==> src/rtl/tpu_skew_feeder_if.sv <==
// tpu_skew_feeder_if: load, start and skewed-operand bus of the tile feeder
interface tpu_skew_feeder_if #(
  parameter int DIM = 4,
  parameter int BITS_AB = 8
);
  logic wr_vld, wr_rdy, start, mac_en, c_wren, busy, done;
  logic [DIM*BITS_AB-1:0] wr_a, wr_b, a_out, b_out;
  modport master (
    output wr_vld, wr_a, wr_b, start,
    input  wr_rdy, a_out, b_out, mac_en, c_wren, busy, done
  );
  modport slave (
    input  wr_vld, wr_a, wr_b, start,
    output wr_rdy, a_out, b_out, mac_en, c_wren, busy, done
  );
endinterface

==> src/rtl/tpu_skew_feeder.sv <==
// tpu_skew_feeder: buffers a DIMxDIM operand tile and streams it diagonally skewed into a systolic array
module tpu_skew_feeder #(
  parameter int DIM = 4,
  parameter int BITS_AB = 8
) (
  input logic clk,
  input logic rst,
  tpu_skew_feeder_if.slave bus
);
  localparam int W = DIM * BITS_AB;
  localparam int CW = $clog2(DIM + 1);
  localparam int SW = $clog2(3 * DIM);
  localparam logic [CW-1:0] FULL = CW'(DIM);
  localparam logic [SW-1:0] LAST = SW'(3 * DIM - 3);
  typedef enum logic [1:0] {IDLE, CLEAR, STREAM, DONE} state_t;
  state_t state, state_n;
  logic [CW-1:0] load_cnt;
  logic [SW-1:0] step, step_n;
  logic [W-1:0] a_buf [DIM];
  logic [W-1:0] b_buf [DIM];
  logic [W-1:0] a_nx, b_nx;
  logic acc;
  assign bus.wr_rdy = state == IDLE && load_cnt != FULL;
  assign acc = bus.wr_vld && bus.wr_rdy;
  always_comb begin
    state_n = state;
    step_n = '0;
    unique case (state)
      IDLE:   state_n = bus.start && load_cnt == FULL ? CLEAR : IDLE;
      CLEAR:  state_n = STREAM;
      STREAM: begin
        state_n = step == LAST ? DONE : STREAM;
        step_n = step == LAST ? '0 : step + SW'(1);
      end
      default: state_n = IDLE;
    endcase
  end
  // outputs are registered, so the skew is computed from the step about to be shown
  always_comb begin
    a_nx = '0;
    b_nx = '0;
    for (int i = 0; i < DIM; i++)
      for (int k = 0; k < DIM; k++)
        if (state_n == STREAM && int'(step_n) == i + k) begin
          a_nx[i*BITS_AB +: BITS_AB] = a_buf[k][i*BITS_AB +: BITS_AB];
          b_nx[i*BITS_AB +: BITS_AB] = b_buf[k][i*BITS_AB +: BITS_AB];
        end
  end
  always_ff @(posedge clk) begin
    if (rst) begin
      state <= IDLE;
      step <= '0;
      load_cnt <= '0;
      bus.a_out <= '0;
      bus.b_out <= '0;
      bus.mac_en <= 1'b0;
      bus.c_wren <= 1'b0;
      bus.done <= 1'b0;
      bus.busy <= 1'b0;
    end else begin
      state <= state_n;
      step <= step_n;
      load_cnt <= state_n == DONE ? '0 : acc ? load_cnt + CW'(1) : load_cnt;
      bus.a_out <= a_nx;
      bus.b_out <= b_nx;
      bus.mac_en <= state_n == STREAM;
      bus.c_wren <= state_n == CLEAR;
      bus.done <= state_n == DONE;
      bus.busy <= state_n != IDLE;
    end
  end
  always_ff @(posedge clk) begin
    for (int k = 0; k < DIM; k++)
      if (!rst && acc && load_cnt == CW'(k)) begin
        a_buf[k] <= bus.wr_a;
        b_buf[k] <= bus.wr_b;
      end
  end
endmodule

==> src/flat_wrapper.sv <==
// flat-port wrapper written by rule: the top's interface ports become plain ports
module tpu_skew_feeder_flat 
#(
  parameter int DIM = 4,
  parameter int BITS_AB = 8
)
  (clk, rst, bus_wr_vld, bus_wr_a, bus_wr_b, bus_start, bus_wr_rdy, bus_a_out, bus_b_out, bus_mac_en, bus_c_wren, bus_busy, bus_done);
  tpu_skew_feeder_if #(.DIM(DIM), .BITS_AB(BITS_AB)) bus_i ();
  input logic clk;
  input logic rst;
  input wire logic [$bits(bus_i.wr_vld)-1:0] bus_wr_vld;
  input wire logic [$bits(bus_i.wr_a)-1:0] bus_wr_a;
  input wire logic [$bits(bus_i.wr_b)-1:0] bus_wr_b;
  input wire logic [$bits(bus_i.start)-1:0] bus_start;
  output wire logic [$bits(bus_i.wr_rdy)-1:0] bus_wr_rdy;
  output wire logic [$bits(bus_i.a_out)-1:0] bus_a_out;
  output wire logic [$bits(bus_i.b_out)-1:0] bus_b_out;
  output wire logic [$bits(bus_i.mac_en)-1:0] bus_mac_en;
  output wire logic [$bits(bus_i.c_wren)-1:0] bus_c_wren;
  output wire logic [$bits(bus_i.busy)-1:0] bus_busy;
  output wire logic [$bits(bus_i.done)-1:0] bus_done;
  assign bus_i.wr_vld = bus_wr_vld;
  assign bus_i.wr_a = bus_wr_a;
  assign bus_i.wr_b = bus_wr_b;
  assign bus_i.start = bus_start;
  assign bus_wr_rdy = bus_i.wr_rdy;
  assign bus_a_out = bus_i.a_out;
  assign bus_b_out = bus_i.b_out;
  assign bus_mac_en = bus_i.mac_en;
  assign bus_c_wren = bus_i.c_wren;
  assign bus_busy = bus_i.busy;
  assign bus_done = bus_i.done;
  tpu_skew_feeder #(.DIM(DIM), .BITS_AB(BITS_AB)) u_core (.clk(clk), .rst(rst), .bus(bus_i));
endmodule
==> config.mk <==
export PLATFORM = sky130hd
export DESIGN_NAME = tpu_skew_feeder_flat
export DESIGN_NICKNAME = d
export VERILOG_FILES = /design/src/rtl/tpu_skew_feeder_if.sv /design/src/rtl/tpu_skew_feeder.sv /design/src/flat_wrapper.sv
export SDC_FILE = /design/constraint.sdc
export NUM_CORES = 1
export LEC_CHECK = 0
export ABC_AREA = 1
export CORE_ASPECT_RATIO = 1.5
export CORE_MARGIN = 2
export CORE_UTILIZATION = 35
export DETAILED_ROUTE_END_ITERATION = 8
export GPL_ROUTABILITY_DRIVEN = 1
export GPL_TIMING_DRIVEN = 0
export PLACE_DENSITY = 0.56
export SKIP_CTS_REPAIR_TIMING = 1
export SYNTH_ARGS = -nofsm -noshare
export SYNTH_HDL_FRONTEND = slang
export SYNTH_SLANG_ARGS = --single-unit
==> constraint.sdc <==
create_clock -name clk -period 6 [get_ports clk]
set_input_delay 0.9 -clock clk [delete_from_list [all_inputs] [get_ports clk]]
set_output_delay 0.9 -clock clk [all_outputs]
set_load 0.02 [all_outputs]
After elaboration in Yosys (flattened, before gate mapping)
Memory sizes are Yosys's and may differ from the RTL's. Index checks and enable logic that the tools add are counted.

Eq/ne operators: 17. Multiplexer cells: 63. $add $sub $neg: 2. Reduce and logical (&&, ||, !) cells: 27.

Operator list (number): two-way mux 8 bit (32); two-way mux 32 bit (6); OR reduction 32 bit (6); equality test 4 bit, second input constant (4); two-way mux 1 bit (16); logical AND 1 bit (15); two-way mux 2 bit (6); equality test 4 x 3 -> 1 bit, second input constant (2); two-way mux 4 bit (2); equality test 2 bit, second input constant (3); equality test 3 x 2 -> 1 bit, second input constant (2); one-hot mux 2 bit (3 select lines) (1); adder 4 x 1 -> 4 bit, second input constant (1); equality test 2 x 1 -> 1 bit, second input constant (2); equality test 4 x 2 -> 1 bit, second input constant (1); logical NOT 4 bit (1); adder 3 x 1 -> 3 bit, second input constant (1); equality test 3 x 1 -> 1 bit, second input constant (1); equality test 3 bit, second input constant (1); logical NOT 3 bit (1); != test 3 bit, second input constant (1); logical NOT 2 bit (1); nonzero test 2 bit (1); OR reduction 2 bit (1); logical NOT 1 bit (1).

Input port bits: 68. Output and inout bits: 69. Word-level logic and storage cells: 120. Memory bits (writable): 256. Memories kept: 2. Flip-flop bits (word level): 77.

Memory list: u_core.a_buf (depth 4, width 32, read ports 4, clocked after memory_dff 0, write ports 1, line tpu_skew_feeder.sv:19) `logic [W-1:0] a_buf [DIM];`; u_core.b_buf (depth 4, width 32, read ports 4, clocked after memory_dff 0, write ports 1, line tpu_skew_feeder.sv:20) `logic [W-1:0] b_buf [DIM];`.

Longest topological paths before layout
Gate-level depths: netlist of run 1.

Depth after elaboration: 11. Depth in mapped cells: 14.

Least setup slack after synthesis of run 1
OpenSTA, ideal clock, no wires.

Path kind: register to register. Start point: reg u_core.load_cnt[0]. End point: mem u_core.a_buf[0][0] in the netlist's numbering, enable pin. Slack: 1327 ps. Arrival: 4187 ps. Library setup time: 486 ps. Stages on the path, launching flop included: 8. Clock period less this slack: 4673 ps. Data required time: 5514 ps. Cells stage by stage: dfxtp_1 > inv_1 > ha_1 > a21oi_1 > nand2_1 > nor2_1 > inv_1 > nor2_1.

Longest elaborated chain between the ends: 11.

RTL lines: start, declared (line tpu_skew_feeder.sv:17) `logic [CW-1:0] load_cnt;`; start signal, assigned (line tpu_skew_feeder.sv:63) `load_cnt <= state_n == DONE ? '0 : acc ? load_cnt + CW'(1) : load_cnt;`; != test 3 bit (*) (line tpu_skew_feeder.sv:23) `assign bus.wr_rdy = state == IDLE && load_cnt != FULL;`; logical AND 1 bit (*) (line tpu_skew_feeder.sv:23); net bus_wr_rdy (line flat_wrapper.sv:15) `output wire logic [$bits(bus_i.wr_rdy)-1:0] bus_wr_rdy;`; logical AND 1 bit (*) (line tpu_skew_feeder.sv:24) `assign acc = bus.wr_vld && bus.wr_rdy;`; logical AND 1 bit (*) (line tpu_skew_feeder.sv:74) `if (!rst && acc && load_cnt == CW'(k)) begin`; logical AND 1 bit (line tpu_skew_feeder.sv:74); two-way mux 1 bit (line tpu_skew_feeder.sv:74); two-way mux 1 bit (not written as such) (line tpu_skew_feeder.sv:75) `a_buf[k] <= bus.wr_a;`; OR reduction 32 bit (no source line); two-way mux 2 bit (no source line) / two-way mux 1 bit (equally long branches) (3 in series); end, declared (line tpu_skew_feeder.sv:19).

The timed path passes the listed nets; every way through them passes the cells marked *.

Worst setup path in the final report of run 1
Start point: reg u_core.load_cnt[0]. End point: out bus_wr_rdy.

Longest elaborated chain between the ends: 2.

RTL lines (line): != test 3 bit (tpu_skew_feeder.sv:23); logical AND 1 bit (tpu_skew_feeder.sv:23); end, declared (flat_wrapper.sv:15).

No other way between the ends.

==> results of run 1 <==
[critical path: cells and delay by family, from the launching register on]
kind / cells / cell delay, ns
buffers and inverters: 2 / 0.73
DFF: 1 / 0.39
AOI/OAI and AO/OA: 1 / 0.25
adders and majority gates: 1 / 0.24
[per-stage QoR]
stage	setup slack [ns]	power [mW]	hold slack [ns]
CTS	2.90	4.84	0.499
global placement	-1.18	2.74	0.483
global route	2.77	4.94	0.521
floorplan	1.33	2.64	0.468
detailed placement	2.85	2.75	0.487
finish	2.93	4.80	0.494
[placed cells by master (no fill, tap or decap)]
| cell type | Yosys | routed |
|---|---|---|
| nand4_1 | 9 | 9 |
| buf_12 | 0 | 7 |
| buf_2 | 33 | 33 |
| ha_1 | 10 | 10 |
| nor3_1 | 1 | 1 |
| bufinv_16 | 0 | 7 |
| nand2_1 | 143 | 143 |
| buf_4 | 2 | 2 |
| o21ai_0 | 21 | 21 |
| o21ai_1 | 37 | 37 |
| inv_1 | 25 | 25 |
| nor2_2 | 1 | 1 |
| buf_16 | 0 | 1 |
| clkbuf_16 | 0 | 31 |
| xor2_1 | 2 | 2 |
| dfxtp_1 | 77 | 77 |
| nor2_1 | 140 | 136 |
| edfxtp_1 | 256 | 256 |
| a21oi_2 | 1 | 1 |
| a21oi_1 | 4 | 4 |
| diode_2 | 0 | 2 |
| clkinv_2 | 0 | 13 |
| clkinvlp_4 | 0 | 2 |
| inv_2 | 1 | 1 |
| clkbuf_1 | 18 | 21 |
| or2_2 | 1 | 1 |
| inv_6 | 0 | 2 |
| buf_1 | 4 | 4 |
| nor2_4 | 3 | 7 |
| clkdlybuf4s50_1 | 0 | 136 |
| buf_6 | 1 | 1 |
| nand3_1 | 202 | 202 |
| nand3_2 | 2 | 2 |
[logic make-up after synthesis]
logic type      synth area share [%]
fa+ha+maj                       1.02
simple gates                    17.9
compound gates                  2.60
xor+xnor                       0.143
flops                           75.3
buf+inv                         3.03
[final cells by class]
type                    count  area, um^2  area share (%)
multi-input cells         577        2690            17.4
clock inverters            24         308            1.98
inverters                  26        97.6           0.629
flip-flops and latches    333        9230            59.5
well taps                 473         592            3.81
repair buffers            144        1530            9.86
diodes                      2        5.00          0.0323
clock buffers              34         787            5.07
plain buffers              58         274            1.77
[flip-flops by register name, indices dropped and copies added, names as in the netlist]
register and cells:
u_core.bus.a_out 32, u_core.bus.c_wren 1, u_core.bus.done 1, u_core.b_buf 128, u_core.step 4, u_core.bus.b_out 32
u_core.bus.mac_en 1, u_core.a_buf 128, u_core.load_cnt 3, u_core.state 2, u_core.bus.busy 1
[routing by layer]
layer  vias up  wire length [um]
met5         -                11
met4         2               784
met3        50              1650
met2       216             16800
met1      3864             11700
li1       3847                 -
[synth_stat cells (all sizes together)]
cell type	count
a21oi	5
buf	40
clkbuf	18
dfxtp	77
edfxtp	256
ha	10
inv	26
nand2	143
nand3	204
nand4	9
nor2	144
nor3	1
o21ai	58
or2	1
xor2	2
[path summary, 6_finish.rpt]
path                                        start                         endpoint  slack (ns)
setup / recovery  u_core.load_cnt[0]$_SDFFE_PP0P_                       bus_wr_rdy        2.93
hold / removal    u_core.load_cnt[2]$_SDFFE_PP0P_  u_core.load_cnt[2]$_SDFFE_PP0P_        0.49
setup reg to reg  u_core.load_cnt[0]$_SDFFE_PP0P_     u_core.b_buf[0][2]$_DFFE_PP_        3.27
hold reg to reg   u_core.load_cnt[2]$_SDFFE_PP0P_  u_core.load_cnt[2]$_SDFFE_PP0P_        0.49
[report_power, final]
group	switching (mW)	internal, mW
clock network	0.854	1.25
logic	0.0890	0.0601
registers	0.0119	2.53
total	0.955	3.84
==> metrics, run 1 <==
RD Place Congestion=0.769; Post-DRT Antenna Nets=0; Avg Cell Area, Syn=12.3 um^2; Cell Chain, Critical Path=inv_1 > ha_1 > a21oi_1 > clkdlybuf4s50_1; largest net degree at the start of global routing=29; Worst slew margin=42.1%; synthesized cell area=12300 um^2; Ys Warns=0; Critical Path AT=2.17 ns; Total GRT Usage=16.7%; via-per-instance ratio=4.77; Tmin final=3.07 ns; first-pass GRT wire length=45700 um; Final Max Slew Viols=0; Critical Path RT=5.10 ns; Fin Setup TNS=0 ns; gr busiest metal=met2; # rows=84; CP startpoint kind=register; Core ar.=34800 um^2; Fmax=0.326 GHz; Yosys top cell area share=62.7%; Util after Layout=44.6%; Clock transition at path regs=0.07 ns; met2 usage=31.5%; cells after synthesis=994; number of synthesized register bits=333; root buffer cell=clkbuf_16; Leak=5.78 nW; Peak VDD IR=0.201 mV; wire per inst=18.5 um; status=finished, final reports clean; Final Hold Fails=0; die width=157 um; CTS tree=done; Final nets=1249; Worst Setup Path Type=register to output pin; Initial Util=35.3%; grt ovf=0; pwr dens=309 nW/um^2; Max stage delay on crit path=0.65 ns; drt total wl=31000 um; die area=36600 um^2; Worst Hold Depth=2; Crit-path slowest cell=clkdlybuf4s50_1; design area=15500 um^2; final setup fails=0; drt first pass iters=5; layout cell share with drive strength beyond 1=9.36%; sequential-to-total area share from yosys stat=75.3%; via count=7979; worst min-delay path category=register to register; CTS max path bufs=3; vias in the first global route=7949; Inst Count DP=1611; met3 usage=2.63%; Post-Layout Cell Count=1671; RSZ-0062 raised after global routing=no; antenna violations before repair=2; die height=233 um; number of top-level pins=137; synth unique cells=24; Worst-Margin Slew=0.866 ns; period utilisation layout=51.2%; drt drc=0; top cells by area, synth=edfxtp_1, dfxtp_1, nand3_1; worst skew pair latency=0.57 ns; Post-Syn Nets=1072; DR iter-0 viols=637; synthesis-to-finish area growth=26.5%; area leader, netlist=edfxtp_1; depth of the CTS H-tree=1; Placed Area=14400 um^2; CTS buffer count=31; Setup crit end kind=output pin; CP max FO=4; PortBufs=136; Num Clock Sinks=333; Max Cap Viol=0; fill count=3161; DP Wirelength=20900 um; met1 usage=19.0%; Worst Reg-to-Reg Cells=8; Setup Skew=0.0120 ns
No activity file was read; power rests on OpenSTA's default activity.
==> run 2, diff against run 1 <==
--- a/config.mk
+++ b/config.mk
@@ -12,7 +12,7 @@
 export DETAILED_ROUTE_END_ITERATION = 8
 export GPL_ROUTABILITY_DRIVEN = 1
 export GPL_TIMING_DRIVEN = 0
-export PLACE_DENSITY = 0.56
+export PLACE_DENSITY = 0.58
 export SKIP_CTS_REPAIR_TIMING = 1
 export SYNTH_ARGS = -nofsm -noshare
 export SYNTH_HDL_FRONTEND = slang
==> constraint.sdc (replaced) <==
create_clock -name clk -period 2.68 [get_ports clk]
set_input_delay 0.402 -clock clk [delete_from_list [all_inputs] [get_ports clk]]
set_output_delay 0.402 -clock clk [all_outputs]
set_load 0.02 [all_outputs]
==> metrics, run 2 (synthesized netlist as in run 1, its figures left out) <==
status=finished, final reports clean; Critical Path AT=2.84 ns (+0.67 ns); DP Wirelength=20700 um (-1.1%); most common cell after layout, fill and taps aside=edfxtp_1; antenna violations before repair=3 (+1); number of top-level pins=137 (unchanged); Worst-Margin Slew=0.713 ns (-0.153 ns); layout cell share with drive strength beyond 1=9.33% (-0.031 points); Critical Path RT=2.95 ns (-2.15 ns); CP max FO=25 (+21); synthesis-to-finish area growth=26.1%; Hold Startpoint=bus_wr_b[30]; Hold Slack=0.457 ns (-0.0378 ns); DR iter-0 viols=530 (-17%); Final Hold Fails=0 (unchanged); die height=233 um (unchanged); Peak VDD IR=0.505 mV (+150%); Final Max Slew Viols=0 (unchanged); pre-CTS WS=-0.0854 ns (-2.93 ns); via count=8065 (+1.1%); worst skew pair latency=0.57 ns (about the same); Max stage delay on crit path=0.42 ns (-0.23 ns); pwr dens=661 nW/um^2 (+110%); RD Place Congestion=0.758 (-1.4%); first-pass GRT wire length=45400 um (-0.65%); CP startpoint kind=register; Setup crit end kind=register; crit path from=u_core.load_cnt[0]$_SDFFE_PP0P_; CTS buffer count=30 (-3.2%); Tmin final=2.57 ns; final worst slack=0.113 ns (-2.82 ns); commonest cells after routing, fill and taps aside=edfxtp_1, nand3_1, nand2_1; die area=36600 um^2 (unchanged); Worst slew margin=52.4% (+10 points); Fmax=0.390 GHz; Final nets=1254 (+0.40%); Leak=5.75 nW (-0.66%); largest net degree at the start of global routing=29 (unchanged); Setup Skew=0.0190 ns (+0.00694 ns); worst min-delay path category=input pin to register; drt first pass iters=5 (unchanged); Initial Util=35.3% (unchanged); Core ar.=34800 um^2 (unchanged); CTS tree=done; Overall Power=10.2 mW (+110%); drt drc=0 (unchanged); # rows=84 (unchanged); PortBufs=136 (unchanged); fill count=3191 (+0.95%); Inst Count DP=1611 (unchanged); Buf/Inv on CP=4 (+2); grt ovf=0 (unchanged); most used cell, CP=buf_12; RR Startpoint=u_core.load_cnt[0]$_SDFFE_PP0P_; final setup fails=0 (unchanged); Placed Area=14400 um^2 (+0.13%); root buffer cell=clkbuf_16; Num Clock Sinks=333 (unchanged); depth of the CTS H-tree=1 (unchanged); via-per-instance ratio=4.81 (+0.84%); Fin Setup TNS=0 ns (unchanged); Max Cap Viol=0 (unchanged); Post-Layout Cell Count=1675 (+0.24%); Post-DRT Antenna Nets=0 (unchanged); Crit-path slowest cell=dfxtp_1; wire per inst=18.7 um (+0.89%); RSZ-0062 raised after global routing=no; Util after Layout=44.4% (-0.15 points); Cell Chain, Critical Path=inv_1 > ha_1 > a21oi_4 > nand2_1 > nor2_1 > inv_2 > nor2_4 > buf_12 > buf_12; design area=15500 um^2 (-0.33%); period utilisation layout=95.8%; biggest regs=u_core.a_buf x128, u_core.b_buf x128; Worst Setup Path Type=register to register; vias in the first global route=7924 (-0.31%); drt total wl=31300 um (+1.1%); delay-heaviest family, CP=buffers and inverters; die width=157 um (unchanged); Clock transition at path regs=0.06 ns (about the same); Total GRT Usage=16.6% (-0.059 points); CTS max path bufs=3 (unchanged)
## run 2: metal layers
metal,global-route usage [%],vias up,wire length (um)
met5,0,-,23
met4,5.93,4,812
met3,2.99,46,1880
met2,31.2,247,16700
met1,18.6,3906,11900
li1,-,3862,-
## run 2: where the power goes
group | total, mW | leakage (nW) | internal (mW) | switching [mW]
clock | 4.17 | 0.468 | 2.37 | 1.81
sequential | 5.70 | 2.95 | 5.67 | 0.0280
combinational | 0.344 | 2.33 | 0.138 | 0.206
## run 2: area by class of cell
cell class,instances,area [um^2],share of cell area (%)
Tap cell,473,592,3.83
Buffer,58,285,1.84
Multi-Input combinational cell,579,2720,17.6
Antenna cell,2,5.00,0.0324
Timing Repair Buffer,148,1570,10.1
Inverter,26,97.6,0.631
Sequential cell,333,9230,59.7
Clock inverter,8,76.3,0.494
Clock buffer,48,890,5.75
## run 2: worst paths after layout
path                                                        end  slack (ns)  cells after the start
worst max-delay path              u_core.a_buf[0][22]$_DFFE_PP_        0.11                      9
worst min-delay path              u_core.b_buf[1][30]$_DFFE_PP_        0.46                      1
worst max register to register    u_core.a_buf[0][22]$_DFFE_PP_        0.11                      9
worst min register to register  u_core.bus.b_out[10]$_SDFF_PP0_        0.49                      2
## run 2: worst register-to-register path, cell delays in order (launching register included)
cell	delay, ns
dfxtp_1	0.42
inv_1	0.09
ha_1	0.27
a21oi_4	0.16
nand2_1	0.14
nor2_1	0.14
inv_2	0.14
nor2_4	0.40
buf_12	0.25
buf_12	0.23
